`config.mk`:
```
export PLATFORM = sky130hd
export DESIGN_NAME = prbs_checker_multilane
export DESIGN_NICKNAME = d
export VERILOG_FILES = /design/src/rtl/prbs_checker_multilane.sv
export SDC_FILE = /design/constraint.sdc
export NUM_CORES = 1
export LEC_CHECK = 0
export CAP_MARGIN = 0
export CORE_ASPECT_RATIO = 1.4
export CORE_UTILIZATION = 54
export DETAILED_ROUTE_END_ITERATION = 8
export GPL_TIMING_DRIVEN = 1
export PLACE_DENSITY = 0.83
export SYNTH_ARGS = -nofsm -noshare
export SYNTH_HDL_FRONTEND = slang
export SYNTH_SLANG_ARGS = --single-unit
```
`constraint.sdc`:
```
create_clock -name clk_i -period 1.95 [get_ports clk_i]
set_input_delay 0.39 -clock clk_i [delete_from_list [all_inputs] [get_ports clk_i]]
set_output_delay 0.39 -clock clk_i [all_outputs]
set_load 0.02 [all_outputs]
```
`src/rtl/prbs_checker_multilane.sv`:
```
// Multi-lane self-synchronising PRBS7/15/23/31 checker with per-lane lock hysteresis,
// saturating per-lane error-word counters and a registered link-quality summary flag.
module prbs_checker_multilane #(
  parameter int NBITS       = 8,
  parameter int NLANES      = 4,
  parameter int ERR_CNT_W   = 16,
  parameter int LOCK_CNT    = 16,
  parameter int LOSS_THRESH = 4
) (
  input  logic                        clk_i,
  input  logic                        resetn_i,
  input  logic                        prbs_en_i,
  input  logic [1:0]                  poly_sel_i,
  input  logic [NLANES*NBITS-1:0]     data_in_i,
  input  logic                        err_clr_i,
  output logic [NLANES-1:0]           lane_err_o,
  output logic [NLANES-1:0]           lane_lock_o,
  output logic [NLANES*ERR_CNT_W-1:0] err_cnt_o,
  output logic                        prbs_chk_error_o
);

  localparam int SW = 31 + NBITS;
  localparam int CW = ERR_CNT_W;
  localparam logic [7:0]    LOCK_T  = 8'(LOCK_CNT);
  localparam logic [7:0]    LOSS_T  = 8'(LOSS_THRESH);
  localparam logic [SW-1:0] WMASK   = {{31{1'b0}}, {NBITS{1'b1}}};

  typedef enum logic {UNLOCKED = 1'b0, LOCKED = 1'b1} lock_state_e;

  function automatic logic [7:0] sat_inc8(input logic [7:0] v);
    return (v == 8'hFF) ? v : v + 8'd1;
  endfunction

  function automatic logic [CW-1:0] sat_inc_cnt(input logic [CW-1:0] v);
    return (&v) ? v : v + CW'(1);
  endfunction

  // s holds history above the new word; higher index = older bit
  function automatic logic word_err(input logic [SW-1:0] s, input logic [1:0] sel);
    int unsigned d;
    int unsigned t;
    logic [SW-1:0] chk;
    logic [SW-1:0] zmask;
    case (sel)
      2'd0:    begin d = 7;  t = 1; end
      2'd1:    begin d = 15; t = 1; end
      2'd2:    begin d = 23; t = 5; end
      default: begin d = 31; t = 3; end
    endcase
    chk   = s ^ (s >> (d - t)) ^ (s >> d);
    zmask = (SW'(1) << d) - SW'(1);
    return (|(chk & WMASK)) | ~(|(s & zmask));
  endfunction

  logic       en_p0;
  logic [1:0] poly_p0;
  logic       poly_chg;
  logic       chk_err_p2;

  assign poly_chg = (poly_sel_i != poly_p0);

  // stage 0: enable delay and registered polynomial copy for change detection
  always_ff @(posedge clk_i or negedge resetn_i) begin
    if (!resetn_i) begin
      en_p0      <= 1'b0;
      poly_p0    <= 2'd0;
      chk_err_p2 <= 1'b1;
    end else begin
      en_p0      <= prbs_en_i;
      poly_p0    <= poly_sel_i;
      chk_err_p2 <= ~(&lane_lock_o);
    end
  end

  assign prbs_chk_error_o = chk_err_p2;

  for (genvar n = 0; n < NLANES; n++) begin : g_lane
    logic [30:0]      hist_p0;
    logic             err_p0;
    logic [SW-1:0]    s;
    lock_state_e      state_p1, state_d;
    logic [7:0]       crun_p1, crun_d;
    logic [7:0]       erun_p1, erun_d;
    logic [CW-1:0]    cnt_p1, cnt_d;

    assign s = {hist_p0, data_in_i[n*NBITS +: NBITS]};

    // stage 0: word check against history, history shift
    always_ff @(posedge clk_i or negedge resetn_i) begin
      if (!resetn_i) begin
        hist_p0 <= '0;
        err_p0  <= 1'b0;
      end else if (prbs_en_i) begin
        hist_p0 <= s[30:0];
        err_p0  <= word_err(s, poly_sel_i);
      end
    end

    always_comb begin
      state_d = state_p1;
      crun_d  = crun_p1;
      erun_d  = erun_p1;
      cnt_d   = cnt_p1;
      if (poly_chg) begin
        state_d = UNLOCKED;
        crun_d  = '0;
        erun_d  = '0;
      end else if (en_p0) begin
        if (err_p0) begin
          crun_d = '0;
          erun_d = sat_inc8(erun_p1);
          if (state_p1 == LOCKED) begin
            cnt_d = sat_inc_cnt(cnt_p1);
            if (erun_d >= LOSS_T) state_d = UNLOCKED;
          end
        end else begin
          erun_d = '0;
          crun_d = sat_inc8(crun_p1);
          if ((state_p1 == UNLOCKED) && (crun_d >= LOCK_T)) state_d = LOCKED;
        end
      end
      // a clear discards any same-cycle increment
      if (err_clr_i) cnt_d = '0;
    end

    // stage 1: lock FSM, run counters and error counter
    always_ff @(posedge clk_i or negedge resetn_i) begin
      if (!resetn_i) begin
        state_p1 <= UNLOCKED;
        crun_p1  <= '0;
        erun_p1  <= '0;
        cnt_p1   <= '0;
      end else begin
        state_p1 <= state_d;
        crun_p1  <= crun_d;
        erun_p1  <= erun_d;
        cnt_p1   <= cnt_d;
      end
    end

    assign lane_err_o[n]               = err_p0;
    assign lane_lock_o[n]              = (state_p1 == LOCKED);
    assign err_cnt_o[n*CW +: CW]       = cnt_p1;
  end

endmodule
```
==> results_dict.tcl <==
set metrics [dict create \
    setup_viol 36 \
    start_kind "flip-flop" \
    dr.pass1.iters 6 \
    grt_max_degree 57 \
    syn_inst 1403 \
    path_cells "xor2_4, nor4_2, buf_4, nand4_1, buf_6, or4_1, a21oi_2" \
    synth-simple-area-share_pct 15.0 \
    hpwl_mm 28.3 \
    row_count 72 \
    grt_pass1_wl_mm 66.5 \
    synthDistinctLibCells 70 \
    fin_util_pct 69.4 \
    place_congestion 0.911 \
    die_x_um 144 \
    clock_path_buffers 3 \
    tightestPinTransition_ns 0.628 \
    cts_tree "done" \
    drive_above_1_share_pct 30.5 \
    antenna_found_initial 0 \
    period_share_pct 107 \
    clock_skew_ns 0.0112 \
    num_vias 13246 \
    leakagePower_uw 0.00786 \
    ys_seq_elements 264 \
    pre_cts_ws_ns -0.376 \
    finalWirelength_mm 41.3 \
    rsz0062_at_grt "yes" \
    cp.required_ns 2.40 \
    fillers 1911 \
    dp_cells 1957 \
    core_area_um2 27700 \
    p_per_area_nw_per_um2 751 \
    holdCritPathClass "input pin to flip-flop" \
    crit_fanout 10 \
    worst_slack_ns -0.144 \
    async_reset_ff_share_pct 100 \
    htree_levels 1 \
    cp.arrival_ns 2.55 \
    maxSlewViolCount 0 \
    cp_slowest_cell "or4_1" \
    finalNonFillerCells 2033 \
    layout_commonest_cell "dfrtp_1" \
    final_hold_viol_count 0 \
    avgSynthCellArea_um2 10.9 \
    clk_latency_ns 0.54 \
    crit_path_end_kind "flip-flop" \
    viasPerCell 6.52 \
    fin_nets 1694 \
    drt_iter0_markers 983 \
    ff_latch_area_um2 6620 \
    synth.net_count 1453 \
    portBuffers 110 \
    grt_usage_pct 28.6 \
    ioPinCount 111 \
    synthAdderAreaFrac_pct 0.986 \
    drc 0 \
    maxCapViolCount 0 \
    grt_overflow_total 0 \
    initial_utilization_pct 55.1 \
    yosysWarnings 0 \
    path_clk_slew_ns 0.06 \
    ir_worst_vdd_mv 0.881 \
    ys_seq_area_share_pct 43.4 \
    max_stage_delay_ns 0.52 \
    fmax_mhz 478 \
    root_buffer "clkbuf_16" \
    layout_common_cells "dfrtp_1 (250), buf_4 (161), mux2_2 (124)" \
    run_status "finished with violations" \
    antennaDiodeCount 0 \
    synth_top_family_by_area "multiplexers" \
    syn_to_final_growth_pct 26.0 \
    cts_buffers 27 \
    slew_headroom_pct 58.1 \
    synthMuxAreaShare_pct 19.2 \
    yosys_most_used_dff "dfrtp_1" \
    die_h_um 201 \
    first_global_vias 13290 \
    multiInputGateArea_um2 8510 \
    worst-setup-path-type "flip-flop to flip-flop" \
    synth_top_cell_by_area "dfrtp_1" \
    synth_top_area_share_pct 43.2 \
    power_uw 14400 \
    period_minus_slack_ns 2.09 \
    synth_enable_flop_cells 0 \
    die-area_um2 28900 \
    violations "negative setup slack" \
    wl_per_cell_um 20.3 \
    synthXorXnorAreaFrac_pct 4.98 \
    path_delay_family "simple AND/OR/NAND/NOR gates" \
    synth-compound-area-share_pct 13.0 \
    crit_buf_inv 2 \
    antenna_left 0 \
    clock-sinks 264 \
    syn_area_um2 15200 \
    rrSetupSlack_ns -0.14 \
    synthTopCellsByArea "dfrtp_1 (43%), mux4_2 (9.5%), mux2_2 (9.2%)" \
]
cells in the mapped netlist (all sizes together) (3+ instances only):
master and number:
xnor2 52, inv 25, nand4 40, and4 21, and3 21, a2bb2oi 3, dfrtp 263, a22oi 5
o31ai 27, nand2 72, and2 11, ha 12, o22ai 4, a22o 3, nor4 29, o21a 3
o2111ai 6, o211ai 8, a31oi 13, clkbuf 51, xor2 32, a21oi 126, a41oi 7, o41ai 6
nor2 80, or2 4, o311ai 8, nor2b 5, nand3 58, nor3 21, o32a 3, mux4 64
mux2 124, or3 28, a21boi 3, or4 22, nand2b 3, nand3b 3, o21ai 54, a211oi 9
a21o 9, buf 35, mux2i 9
metal layers:
metal	global-route usage (%)	share of wire, %	vias up
li1	-	-	5865
met1	32.6	36	6651
met2	52.1	54	554
met3	3.41	4.8	176
met4	14.2	4.8	0
met5	0	0	-
power breakdown:
group | total [uW] | internal (uW) | switching, uW | leakage, uW
Clock | 5420 | 3230 | 2190 | 0.000455
Combinational | 2480 | 1400 | 1080 | 0.00405
Sequential | 6510 | 5940 | 579 | 0.00336
metrics by stage:
step	area, um2	hold WS, ns	TNS [ns]
2_1_floorplan	15400	0.0944	-0.235
3_3_place_gp	17700	0.321	-6.52
3_5_place_dp	17700	0.317	-8.35
4_1_cts	18800	0.183	-1.20
5_1_grt	19200	0.189	-4.95
6_report	19200	0.201	-1.86
state kept, by name (all words and copies together), names as in the netlist:
register	count
g_lane.erun_p1	32
g_lane.crun_p1	32
prbs_chk_error_o	1
g_lane.hist_p0	124
en_p0	1
g_lane.err_p0	4
g_lane.state_p1	4
g_lane.cnt_p1	64
poly_p0	2
logic make-up after synthesis:
family                   count (synthesis)
buffers and inverters                  111
multiplexers                           197
AND/OR/NAND/NOR                        421
AO/OA/AOI/OAI                          314
flip-flops                             264
adder cells (fa/ha/maj)                 12
XOR/XNOR                                84
worst reg2reg max path: cells and delay by family (launching register included):
kind / cells / cell delay, ns
buf+inv: 2 / 0.35
flops: 1 / 0.44
simple gates: 3 / 0.87
compound gates: 1 / 0.15
xor+xnor: 1 / 0.20
final timing paths:
check                                            startpoint                                to  depth (start not counted)
min                                           poly_sel_i[1]              poly_p0[1]$_DFF_PN0_                          2
max in group asynchronous                          resetn_i  g_lane[3].hist_p0[1]$_DFFE_PN0P_                          3
min reg2reg                g_lane[0].crun_p1[0]$_DFFE_PN0P_  g_lane[0].crun_p1[0]$_DFFE_PN0P_                          1
max reg2reg                            poly_p0[1]$_DFF_PN0_   g_lane[0].cnt_p1[6]$_DFFE_PN0P_                          7
max                                    poly_p0[1]$_DFF_PN0_   g_lane[0].cnt_p1[6]$_DFFE_PN0P_                          7
min in group asynchronous                          resetn_i  g_lane[3].cnt_p1[10]$_DFFE_PN0P_                          2
final cells by class:
| type | count | area share [%] |
|---|---|---|
| clock inverters | 11 | 0.717 |
| inverters | 25 | 0.489 |
| clock buffers | 37 | 4.13 |
| repair buffers | 293 | 13.4 |
| flip-flops and latches | 264 | 34.5 |
| well taps | 370 | 2.41 |
| multi-input cells | 1033 | 44.4 |
timing repair:
item | in CTS | in global routing
gates cloned | 4 | 4
pin swaps | 12 | 20
resized for setup | 91 | 75
buffers inserted | 10 | 10
endpoints found under the setup margin | 113 | 69
hold buffers | 1 | 0
endpoints found under the hold margin | 38 | 0
Power figures use the tool's default switching activity.
